==> config.mk <==
export PLATFORM = sky130hd
export DESIGN_NAME = sdram_local_master
export DESIGN_NICKNAME = d
export VERILOG_FILES = /design/src/rtl/sdram_master_pkg.sv /design/src/rtl/sdram_rd_credit.sv /design/src/rtl/sdram_local_master.sv
export SDC_FILE = /design/constraint.sdc
export NUM_CORES = 1
export LEC_CHECK = 0
export CORE_MARGIN = 2
export CORE_UTILIZATION = 40
export CTS_CLUSTER_DIAMETER = 50
export CTS_CLUSTER_SIZE = 20
export DETAILED_ROUTE_END_ITERATION = 8
export MAX_ROUTING_LAYER = met4
export PLACE_DENSITY = 0.75
export SLEW_MARGIN = 20
export SYNTH_ARGS = -nofsm -noshare
export SYNTH_HDL_FRONTEND = slang
export SYNTH_SLANG_ARGS = --single-unit
==> constraint.sdc <==
create_clock -name phy_clk -period 7.5 [get_ports phy_clk]
set_input_delay 1.5 -clock phy_clk [delete_from_list [all_inputs] [get_ports phy_clk]]
set_output_delay 1.5 -clock phy_clk [all_outputs]
set_load 0.01 [all_outputs]
==> src/rtl/sdram_master_pkg.sv <==
// Shared state encoding, constants and burst sizing helper for the SDRAM local-interface master.
package sdram_master_pkg;

   typedef logic [2:0] state_t;

   localparam state_t StIdle    = 3'd0;
   localparam state_t StWr      = 3'd1;
   localparam state_t StRd      = 3'd2;
   localparam state_t StRdDrain = 3'd3;
   localparam state_t StDone    = 3'd4;

   localparam logic [3:0] BE_ALL = 4'hF;

   // Length of the next burst: the smaller of what is left and the burst cap.
   function automatic logic [2:0] burst_len(input int unsigned remaining,
                                            input int unsigned max_burst);
      if (remaining < max_burst) begin
         return 3'(remaining);
      end
      return 3'(max_burst);
   endfunction

endpackage

==> src/rtl/sdram_rd_credit.sv <==
// Outstanding read-beat counter: beats requested from the controller but not yet returned.
module sdram_rd_credit #(
   parameter int unsigned MAX_OUTSTANDING = 16,
   localparam int unsigned CW = $clog2(MAX_OUTSTANDING + 1)
) (
   input  logic          clk,
   input  logic          rst_n,
   input  logic          issue,
   input  logic [2:0]    size,
   input  logic          rtn,
   input  logic [2:0]    want,
   output logic [CW-1:0] count,
   output logic          can_issue
);

   logic [CW-1:0] count_q, count_d;
   logic [CW:0]   sum;

   always_comb begin
      count_d = count_q;
      if (issue) begin
         count_d = count_d + CW'(size);
      end
      // A return with nothing outstanding is stray data and must not wrap the count.
      if (rtn && (count_q != '0)) begin
         count_d = count_d - CW'(1);
      end
   end

   always_ff @(posedge clk or negedge rst_n) begin
      if (!rst_n) begin
         count_q <= '0;
      end else begin
         count_q <= count_d;
      end
   end

   assign sum       = {1'b0, count_q} + (CW + 1)'(want);
   assign can_issue = (sum <= (CW + 1)'(MAX_OUTSTANDING));
   assign count     = count_q;

endmodule

==> src/rtl/sdram_local_master.sv <==
// Command-driven burst initiator for the SDRAM controller local interface: splits write and
// read commands into bursts, paces reads by outstanding-beat credit, registers read returns.
module sdram_local_master
   import sdram_master_pkg::*;
#(
   parameter int unsigned ADDR_W          = 23,
   parameter int unsigned DATA_W          = 32,
   parameter int unsigned LEN_W           = 16,
   parameter int unsigned MAX_BURST       = 4,
   parameter int unsigned MAX_OUTSTANDING = 16
) (
   input  logic              phy_clk,
   input  logic              reset_phy_clk_n,
   input  logic              cmd_valid,
   output logic              cmd_ready,
   input  logic              cmd_write,
   input  logic [ADDR_W-1:0] cmd_addr,
   input  logic [LEN_W-1:0]  cmd_len,
   input  logic [DATA_W-1:0] wr_data,
   input  logic              wr_valid,
   output logic              wr_ready,
   output logic [DATA_W-1:0] rd_data,
   output logic              rd_valid,
   output logic              busy,
   output logic              done,
   input  logic              local_init_done,
   input  logic              local_ready,
   input  logic [DATA_W-1:0] local_rdata,
   input  logic              local_rdata_valid,
   output logic [ADDR_W-1:0] local_address,
   output logic [2:0]        local_size,
   output logic              local_burstbegin,
   output logic              local_write_req,
   output logic              local_read_req,
   output logic [DATA_W-1:0] local_wdata,
   output logic [3:0]        local_be
);

   localparam int unsigned CW = $clog2(MAX_OUTSTANDING + 1);

   state_t              state_q, state_d;
   logic [ADDR_W-1:0]   addr_q, addr_d;
   logic [LEN_W-1:0]    rem_q, rem_d;
   logic [2:0]          blen_q, blen_d;
   logic [2:0]          beat_q, beat_d;
   logic [DATA_W-1:0]   rd_data_q;
   logic                rd_valid_q;
   logic [CW-1:0]       out_cnt;
   logic                can_issue;

   sdram_rd_credit #(
      .MAX_OUTSTANDING(MAX_OUTSTANDING)
   ) u_rd_credit (
      .clk       (phy_clk),
      .rst_n     (reset_phy_clk_n),
      .issue     (local_read_req & local_ready),
      .size      (blen_q),
      .rtn       (local_rdata_valid),
      .want      (blen_q),
      .count     (out_cnt),
      .can_issue (can_issue)
   );

   always_comb begin
      state_d          = state_q;
      addr_d           = addr_q;
      rem_d            = rem_q;
      blen_d           = blen_q;
      beat_d           = beat_q;
      cmd_ready        = 1'b0;
      wr_ready         = 1'b0;
      local_write_req  = 1'b0;
      local_read_req   = 1'b0;
      local_burstbegin = 1'b0;
      local_address    = '0;
      local_size       = '0;
      local_wdata      = '0;
      unique case (state_q)
         StIdle: begin
            // Gated by reset so the handshake is dead while reset is held.
            cmd_ready = local_init_done & reset_phy_clk_n;
            if (cmd_valid && cmd_ready) begin
               addr_d = cmd_addr;
               rem_d  = cmd_len;
               blen_d = burst_len(32'(cmd_len), MAX_BURST);
               beat_d = '0;
               if (cmd_len == '0) begin
                  state_d = StDone;
               end else if (cmd_write) begin
                  state_d = StWr;
               end else begin
                  state_d = StRd;
               end
            end
         end
         StWr: begin
            local_address    = addr_q;
            local_size       = blen_q;
            local_wdata      = wr_data;
            local_write_req  = wr_valid;
            local_burstbegin = wr_valid & (beat_q == '0);
            wr_ready         = local_ready;
            if (wr_valid && local_ready) begin
               if (beat_q == (blen_q - 3'd1)) begin
                  beat_d = '0;
                  addr_d = addr_q + ADDR_W'(blen_q);
                  rem_d  = rem_q - LEN_W'(blen_q);
                  blen_d = burst_len(32'(rem_d), MAX_BURST);
                  if (rem_d == '0) begin
                     state_d = StDone;
                  end
               end else begin
                  beat_d = beat_q + 3'd1;
               end
            end
         end
         StRd: begin
            local_address    = addr_q;
            local_size       = blen_q;
            local_read_req   = can_issue;
            local_burstbegin = can_issue;
            if (can_issue && local_ready) begin
               addr_d = addr_q + ADDR_W'(blen_q);
               rem_d  = rem_q - LEN_W'(blen_q);
               blen_d = burst_len(32'(rem_d), MAX_BURST);
               if (rem_d == '0) begin
                  state_d = StRdDrain;
               end
            end
         end
         StRdDrain: begin
            // Leave one cycle early on the final return so done lines up with the last rd_valid.
            if ((out_cnt == '0) || ((out_cnt == CW'(1)) && local_rdata_valid)) begin
               state_d = StDone;
            end
         end
         StDone: begin
            state_d = StIdle;
         end
         default: begin
            state_d = StIdle;
         end
      endcase
   end

   always_ff @(posedge phy_clk or negedge reset_phy_clk_n) begin
      if (!reset_phy_clk_n) begin
         state_q <= StIdle;
         addr_q  <= '0;
         rem_q   <= '0;
         blen_q  <= '0;
         beat_q  <= '0;
      end else begin
         state_q <= state_d;
         addr_q  <= addr_d;
         rem_q   <= rem_d;
         blen_q  <= blen_d;
         beat_q  <= beat_d;
      end
   end

   always_ff @(posedge phy_clk or negedge reset_phy_clk_n) begin
      if (!reset_phy_clk_n) begin
         rd_valid_q <= 1'b0;
         rd_data_q  <= '0;
      end else begin
         rd_valid_q <= local_rdata_valid & (out_cnt != '0);
         if (local_rdata_valid && (out_cnt != '0)) begin
            rd_data_q <= local_rdata;
         end
      end
   end

   assign rd_valid = rd_valid_q;
   assign rd_data  = rd_data_q;
   assign busy     = (state_q != StIdle);
   assign done     = (state_q == StDone);
   assign local_be = BE_ALL;

endmodule
==> out/qor.yml, run 1 <==
run_status:
  status: "finished clean"
timing:
  setup-tns-final_ns: 0
  hold_ws_ns: 0.4743
  period_needed_ns: 4.801
  clock_skew_ns: 0.006088
  rsz0062_at_grt: "no"
  drv_slew: 0
  max_freq_ghz: 0.2083
  worstMarginPinSlew_ns: 1.005
  slew-limit-headroom_pct: 33.03
  setup_viol: 0
  finalHoldViolCount: 0
  fin_crit_sh_pct: 64.02
logic_synthesis:
  synth_most_common_cell: "nand2_1"
  syn_area_per_cell_sq_um: 7.882
  synth.distinct_cells: 61
  yosysTopAreaCell: "dfrtp_1"
  yosys-top-cells-count: "156 x nand2_1, 86 x dfrtp_1, 70 x a21oi_1"
  synth.area.top_cells: "dfrtp_1 39%, nand2_1 11%, a21oi_1 6.3%, and2_1 5.9%, nor2_1 3.1%"
  ys_seq_elements: 86
  syn_area_sq_um: 5549
  synth_top_area_share_pct: 38.78
  synth-async-reset-ratio_pct: 100.0
  synth_cells: 704
  synth_seq_area_share_pct: 38.78
  synth_edf_count: 0
  synth_ff_type: "dfrtp_1"
  yosysWarnings: 0
cts:
  cts_tree: "yes"
  hold_buffers: 0
  post-cts-setup-buffers: 0
  clockRootBuffer: "clkbuf_16"
  cts_htree_levels: 3
  clock_latency_ns: 0.35
  numCtsBuffers: 9
  cts_sinks: 86
  cts_buffer_depth: 2
  cts_resized: 0
  clk_pin_slew_ns: 0.07
cells_and_area:
  drive_gt1_share_pct: 4.153
  nNetsFinal: 1013
  area_growth_pct: 44.49
  seq_area_sq_um: 2152
  num_antenna_cells: 0
  fin_cells: 1071
  multiInputGateArea_sq_um: 3110
  n_fill_cell: 1257
power:
  combPwrFrac_pct: 53.6
  p_leak_uw: 0.003499
  p_switching_uw: 1195
  swShare_pct: 42.76
  p_int_uw: 1600
  p_clk_share_pct: 16.9
  ir_worst_vdd_v: 0.0002140
  total_power_uw: 2795
  p_per_area_nw_per_um2: 348.6
  seq_power_share_pct: 29.5
placement:
  portBuffers: 208
  placed_cells: 1055
  post-dp-hpwl_mm: 11.79
  place_congestion: 0.8609
floorplanning:
  die_w_um: 121.8
  die-area_sq_um: 14830
  die_y_um: 121.8
  io_pins: 213
  core-area_sq_um: 13720
  initial_utilization_pct: 40.45
  row_count: 43
routing:
  drtIter0Drc: 519
  drc: 0
  post_drt_via_cell_ratio: 5.221
  wl_per_cell_um: 15.26
  dr.pass1.iters: 5
  final_antenna_net_count: 0
  drt_wl_total_mm: 16.35
  vias: 5592
worst_setup_path:
  arrival_ns: 3.30
  cp_slowest_stage_delay_ns: 0.56
  crit_required_ns: 6.00
  path_delay_family: "compound AO/OA/AOI/OAI gates"
  critPathKind: "reg2out"
  worstSetupStartpointType: "flip-flop"
  cp-end-kind: "output pin"
  cp_cell_sequence: "ha_1 > inv_1 > fa_1 > xnor2_1 > a2111o_1 > a21oi_1 > nor2_1 > nor2_1 > a31o_2 > clkdlybuf4s50_1"
  crit_path_max_fanout: 5
  cpMaxStageDelayCell: "clkdlybuf4s50_1"
  crit_top_cell: "nor2_1"
  crit_buf_inv: 2
grt:
  grt_usage_pct: 22.86
  grt_start_max_net_pins: 76
  grt_overflow_total: 0
  grt_pass1_vias: 5178
  grt_antenna_before_repair: 0
  grt_first_pass_wirelength_mm: 26.08
job:
  drv_cap: 0
worst_hold_path:
  min_path_type: "reg2reg"
-- through the flow --
step	instance area [sq um]	util, %	setup WS (ns)
2_1_floorplan	5560	-	3.672
3_3_place_gp	7710	56.20	3.128
3_5_place_dp	7710	56.20	3.076
4_1_cts	8018	58.44	2.682
5_1_grt	8018	58.44	2.435
6_report	8018	58.44	2.699
-- cells by family (layout without fill, tap and decap cells) --
| family | count (synthesis) | after routing | synth area share [%] |
|---|---|---|---|
| flip-flops | 86 | 86 | 38.78 |
| AO/OA/AOI/OAI | 172 | 172 | 19.01 |
| multiplexers | 5 | 5 | 0.9020 |
| other | 1 | 4 | 0.06758 |
| AND/OR/NAND/NOR | 338 | 338 | 29.04 |
| XOR/XNOR | 14 | 14 | 2.458 |
| adder cells (fa/ha/maj) | 16 | 16 | 4.014 |
| buffers and inverters | 72 | 256 | 5.727 |
-- power groups by stage --
stage / Sequential (uW) / Combinational, uW / Clock, uW
floorplan: 777 / 1020 / 0
global placement: 821 / 1480 / 0
detailed placement: 827 / 1490 / 0
CTS: 821 / 1500 / 481
global route: 853 / 1680 / 506
finish: 825 / 1500 / 473
-- layer usage --
layer	routed length [um]	share of wire, %	GRT usage (%)	up-vias
li1	-	-	-	2774
met5	0	0	-	-
met4	289	1.8	7.687	0
met3	1060	6.5	4.728	21
met1	7501	46	30.62	2582
met2	7497	46	34.64	215
-- sequential cells by signal (all words and copies together) (netlist names) --
signal and cells:
state_q 3, rd_valid 1, addr_q 23, blen_q 3
rem_q 16, rd_data 32, beat_q 3, u_rd_credit.count 5
-- tightest hold or removal path, stage by stage (launching register included) --
cell and delay, ns:
dfrtp_1 0.34, nand2_1 0.05, nand2_1 0.05
-- placed cells by master (no fill, tap or decap), drive strengths merged, types with 3 or more instances in the layout --
cell type        n
a211oi           3
xor2             8
nand3b           4
fa               3
clkdlybuf4s50  207
nor3b            5
mux2i            5
conb             4
a22oi            5
nand2          156
a31o             3
nand2b           4
buf              7
a21o             4
a31oi            3
nand3           18
o2bb2ai          3
nor3             8
dfrtp           86
a21oi           70
o22ai            9
and3             5
nor4             8
nor2            46
nand4            8
inv             29
o21ai           45
or2              6
and2            52
nor2b            8
or4              3
ha              13
xnor2            5
clkbuf          11
o31ai            4
o211ai           3
a2bb2oi          5
-- cell type report --
type | count | share of cell area [%]
clock buffer | 11 | 3.027
clock inverter | 5 | 0.8115
inverter | 26 | 1.217
multi-input combinational | 549 | 38.80
sequential | 86 | 26.84
tap | 180 | 2.809
timing repair buffer | 214 | 26.50
-- final timing paths --
check                                         from                              to  slack [ns]  cells after the start
setup / recovery             blen_q[0]$_DFFE_PN0P_                local_burstbegin        2.70                     10
hold / removal             rd_data[13]$_DFFE_PN0P_         rd_data[13]$_DFFE_PN0P_        0.47                      2
setup reg to reg             blen_q[0]$_DFFE_PN0P_  u_rd_credit.count[4]$_DFF_PN0_        3.86                     13
hold reg to reg            rd_data[13]$_DFFE_PN0P_         rd_data[13]$_DFFE_PN0P_        0.47                      2
max in group asynchronous          reset_phy_clk_n          addr_q[22]$_DFFE_PN0P_        5.28                      2
min in group asynchronous          reset_phy_clk_n           addr_q[5]$_DFFE_PN0P_        0.99                      1
Power figures use the tool's default switching activity.
==> run 2: changes to the inputs <==
--- a/config.mk
+++ b/config.mk
@@ -11,7 +11,7 @@
 export CTS_CLUSTER_SIZE = 20
 export DETAILED_ROUTE_END_ITERATION = 8
 export MAX_ROUTING_LAYER = met4
-export PLACE_DENSITY = 0.75
+export PLACE_DENSITY = 0.78
 export SLEW_MARGIN = 20
 export SYNTH_ARGS = -nofsm -noshare
 export SYNTH_HDL_FRONTEND = slang
==> constraint.sdc (replaced) <==
create_clock -name phy_clk -period 3.8 [get_ports phy_clk]
set_input_delay 0.76 -clock phy_clk [delete_from_list [all_inputs] [get_ports phy_clk]]
set_output_delay 0.76 -clock phy_clk [all_outputs]
set_load 0.01 [all_outputs]
==> run 2 against run 1 <==
Net effect: non-clock buffer count increased by 14; design area increased by 1.9%; critical path depth increased by 1; clock skew increased by 0.0021 ns; register-to-register slack got worse by 3.4 ns; total power grew 110%; clock-buffer cell count shrank 1; sequential share of layout area shrank 0.51 points; critical path type unchanged.
==> out/qor.yml, run 2 (synthesis results as in run 1) <==
timing:
  worstMarginPinSlew_ns: 0.9156  # was 1.005 ns
  slew-limit-headroom_pct: 38.96  # was 33.03%
  fin_crit_sh_pct: 95.83
  clock_skew_ns: 0.008226  # was 0.006088 ns
  period_needed_ns: 3.642
  max_freq_ghz: 0.2746
  setup_slack_ns: 0.1585  # was 2.699 ns
  rsz0062_at_grt: "no"  # unchanged
  setup-tns-final_ns: 0  # unchanged
  hold_ws_ns: 0.2709  # was 0.4743 ns
  setup_viol: 0  # unchanged
  drv_slew: 0  # unchanged
  finalHoldViolCount: 0  # unchanged
worst_hold_path:
  min_path_type: "in2async"  # was reg2reg
floorplanning:
  core-area_sq_um: 13720  # unchanged
  die_w_um: 121.8  # unchanged
  die-area_sq_um: 14830  # unchanged
  row_count: 43  # unchanged
  die_y_um: 121.8  # unchanged
  initial_utilization_pct: 40.45  # unchanged
  io_pins: 213  # unchanged
worst_setup_path:
  cp-end-kind: "output pin"  # unchanged
  critPathCapture: "local_read_req"  # was local_burstbegin
  r2r-start: "u_rd_credit.count[0]$_DFF_PN0_"  # was blen_q[0]$_DFFE_PN0P_
  cpMaxStageDelayCell: "fa_2"  # was clkdlybuf4s50_1
  arrival_ns: 2.88  # was 3.30 ns
  crit_required_ns: 3.04  # was 6.00 ns
  reg2reg_depth: 14  # was 13
  rrSetupSlack_ns: 0.41  # was 3.86 ns
  path_delay_family: "adder cells"  # was compound AO/OA/AOI/OAI gates
  critPathKind: "reg2out"  # unchanged
  cp_slowest_stage_delay_ns: 0.55  # was 0.56 ns
  worstSetupStartpointType: "flip-flop"  # unchanged
  crit_path_max_fanout: 3  # was 5
  cp_cell_sequence: "ha_1 > inv_1 > fa_2 > inv_1 > a2111o_1 > a21oi_2 > nor2_1 > nor2_2 > buf_4 > buf_4 > dlygate4sd2_1"  # was ha_1 > inv_1 > fa_1 > xnor2_1 > a2111o_1 > a21oi_1 > nor2_1 > nor2_1 > a31o_2 > clkdlybuf4s50_1
  path_depth: 11  # was 10
  crit_buf_inv: 5  # was 2
  crit_start: "u_rd_credit.count[0]$_DFF_PN0_"  # was blen_q[0]$_DFFE_PN0P_
  timing.rr.end: "u_rd_credit.count[4]$_DFF_PN0_"  # unchanged
power:
  p_leak_uw: 0.003590  # was 0.003499 uW
  total_power_uw: 5755  # was 2795 uW
  p_per_area_nw_per_um2: 704.3  # was 348.6 nW/um^2
  ir_worst_vdd_v: 0.0003270  # was 0.0002140 V
grt:
  grt_first_pass_wirelength_mm: 26.70  # was 26.08 mm
  grt_overflow_total: 0  # unchanged
  grt_start_max_net_pins: 93  # was 76
  grt_pass1_vias: 5439  # was 5,178
  grt_antenna_before_repair: 0  # unchanged
  grt_usage_pct: 23.45  # was 22.86%
routing:
  vias: 5727  # was 5,592
  dr.pass1.iters: 5  # unchanged
  drtIter0Drc: 431  # was 519
  post_drt_via_cell_ratio: 5.278  # was 5.221
  drt_wl_total_mm: 16.97  # was 16.35 mm
  final_antenna_net_count: 0  # unchanged
  wl_per_cell_um: 15.64  # was 15.26 um
  drc: 0  # unchanged
cts:
  clock_latency_ns: 0.35  # about the same
  cts_sinks: 86  # unchanged
  cts_htree_levels: 3  # unchanged
  cts_tree: "yes"  # unchanged
  clockRootBuffer: "clkbuf_16"  # unchanged
  cts_buffer_depth: 2  # unchanged
  clk_pin_slew_ns: 0.07  # about the same
  hold_buffers: 0  # unchanged
  numCtsBuffers: 9  # unchanged
placement:
  post-dp-hpwl_mm: 12.49  # was 11.79 mm
  place_ws_ns: 0.1393  # was 3.076 ns
  place_congestion: 0.9015  # was 0.8609
  post_dp_cell_area_sq_um: 7805  # was 7710 sq um
  portBuffers: 208  # unchanged
run_status:
  status: "finished clean"  # unchanged
cells_and_area:
  largest_register_ffs: 32  # unchanged
  area_growth_pct: 47.26  # was 44.49%
  layout_common_cells: "205 x clkdlybuf4s50_1, 156 x nand2_1, 86 x dfrtp_1, 68 x a21oi_1, 52 x and2_1"  # was 207 x clkdlybuf4s50_1, 156 x nand2_1, 86 x dfrtp_1, 70 x a21oi_1, 52 x and2_1
  nNetsFinal: 1027  # was 1,013
  drive_gt1_share_pct: 6.519  # was 4.153%
  finalInstanceArea_sq_um: 8172  # was 8018 sq um
  num_antenna_cells: 0  # unchanged
  n_fill_cell: 1231  # was 1,257
  layout_commonest_cell: "clkdlybuf4s50_1"  # unchanged
job:
  drv_cap: 0  # unchanged
-- run 2: changes by cell type in the layout (fill, tap and decap cells not counted), sizes merged --
cell | previous run | this run
buf | 7 | 21
clkdlybuf4s50 | 207 | 205
clkinvlp | 0 | 1
dlymetal6s2s | 0 | 1
dlygate4sd2 | 0 | 1
clkbuf | 11 | 10
-- run 2: worst min path at each step --
stage                            start                       to  slack (ns)
2_1_floorplan          reset_phy_clk_n    addr_q[0]$_DFFE_PN0P_        0.46
3_3_place_gp   rd_data[31]$_DFFE_PN0P_  rd_data[31]$_DFFE_PN0P_        0.46
3_5_place_dp   rd_data[10]$_DFFE_PN0P_  rd_data[10]$_DFFE_PN0P_        0.46
4_1_cts                reset_phy_clk_n     rem_q[3]$_DFFE_PN0P_        0.27
5_1_grt                reset_phy_clk_n     rem_q[3]$_DFFE_PN0P_        0.28
6_report               reset_phy_clk_n     rem_q[3]$_DFFE_PN0P_        0.27
-- run 2: final cells by class --
class | count | area, sq um | area share [%]
repair buffers | 228 | 2243 | 27.45
flip-flops and latches | 86 | 2152 | 26.34
clock inverters | 6 | 77.57 | 0.9493
inverters | 26 | 97.59 | 1.194
well taps | 180 | 225.2 | 2.756
clock buffers | 10 | 239.0 | 2.925
multi-input cells | 549 | 3137 | 38.39
-- run 2: stage by stage --
| stage | util (%) | cells |
|---|---|---|
| finish | 59.56 | 1085 |
| global route | 59.56 | 1085 |
| CTS | 59.36 | 1084 |
| detailed placement | 56.89 | 1066 |
| global placement | 56.89 | 1066 |
| floorplan | - | 707 |
-- run 2: timing repair --
action                                  4_1_cts  5_1_grt
resized for setup                             4        5
setup buffers                                 2        1
pin swaps                                     3        1
endpoints found under the hold margin         0        0
endpoints found under the setup margin        2        2
-- run 2: per-layer routing --
layer | vias to the layer above | wire, um | global-route usage [%] | part of all wire (%)
met2 | 215 | 8177 | 37.64 | 48
met4 | 0 | 277 | 6.609 | 1.6
met1 | 2699 | 7505 | 29.95 | 44
li1 | 2793 | - | - | -
met5 | - | 0 | - | 0
met3 | 20 | 1013 | 5.150 | 6.0
-- run 2: power by group --
group          internal (uW)  total, uW  switching, uW
combinational           1500       3200           1700
clock                    540        950            409
sequential              1250       1610            354
total                   3290       5760           2460
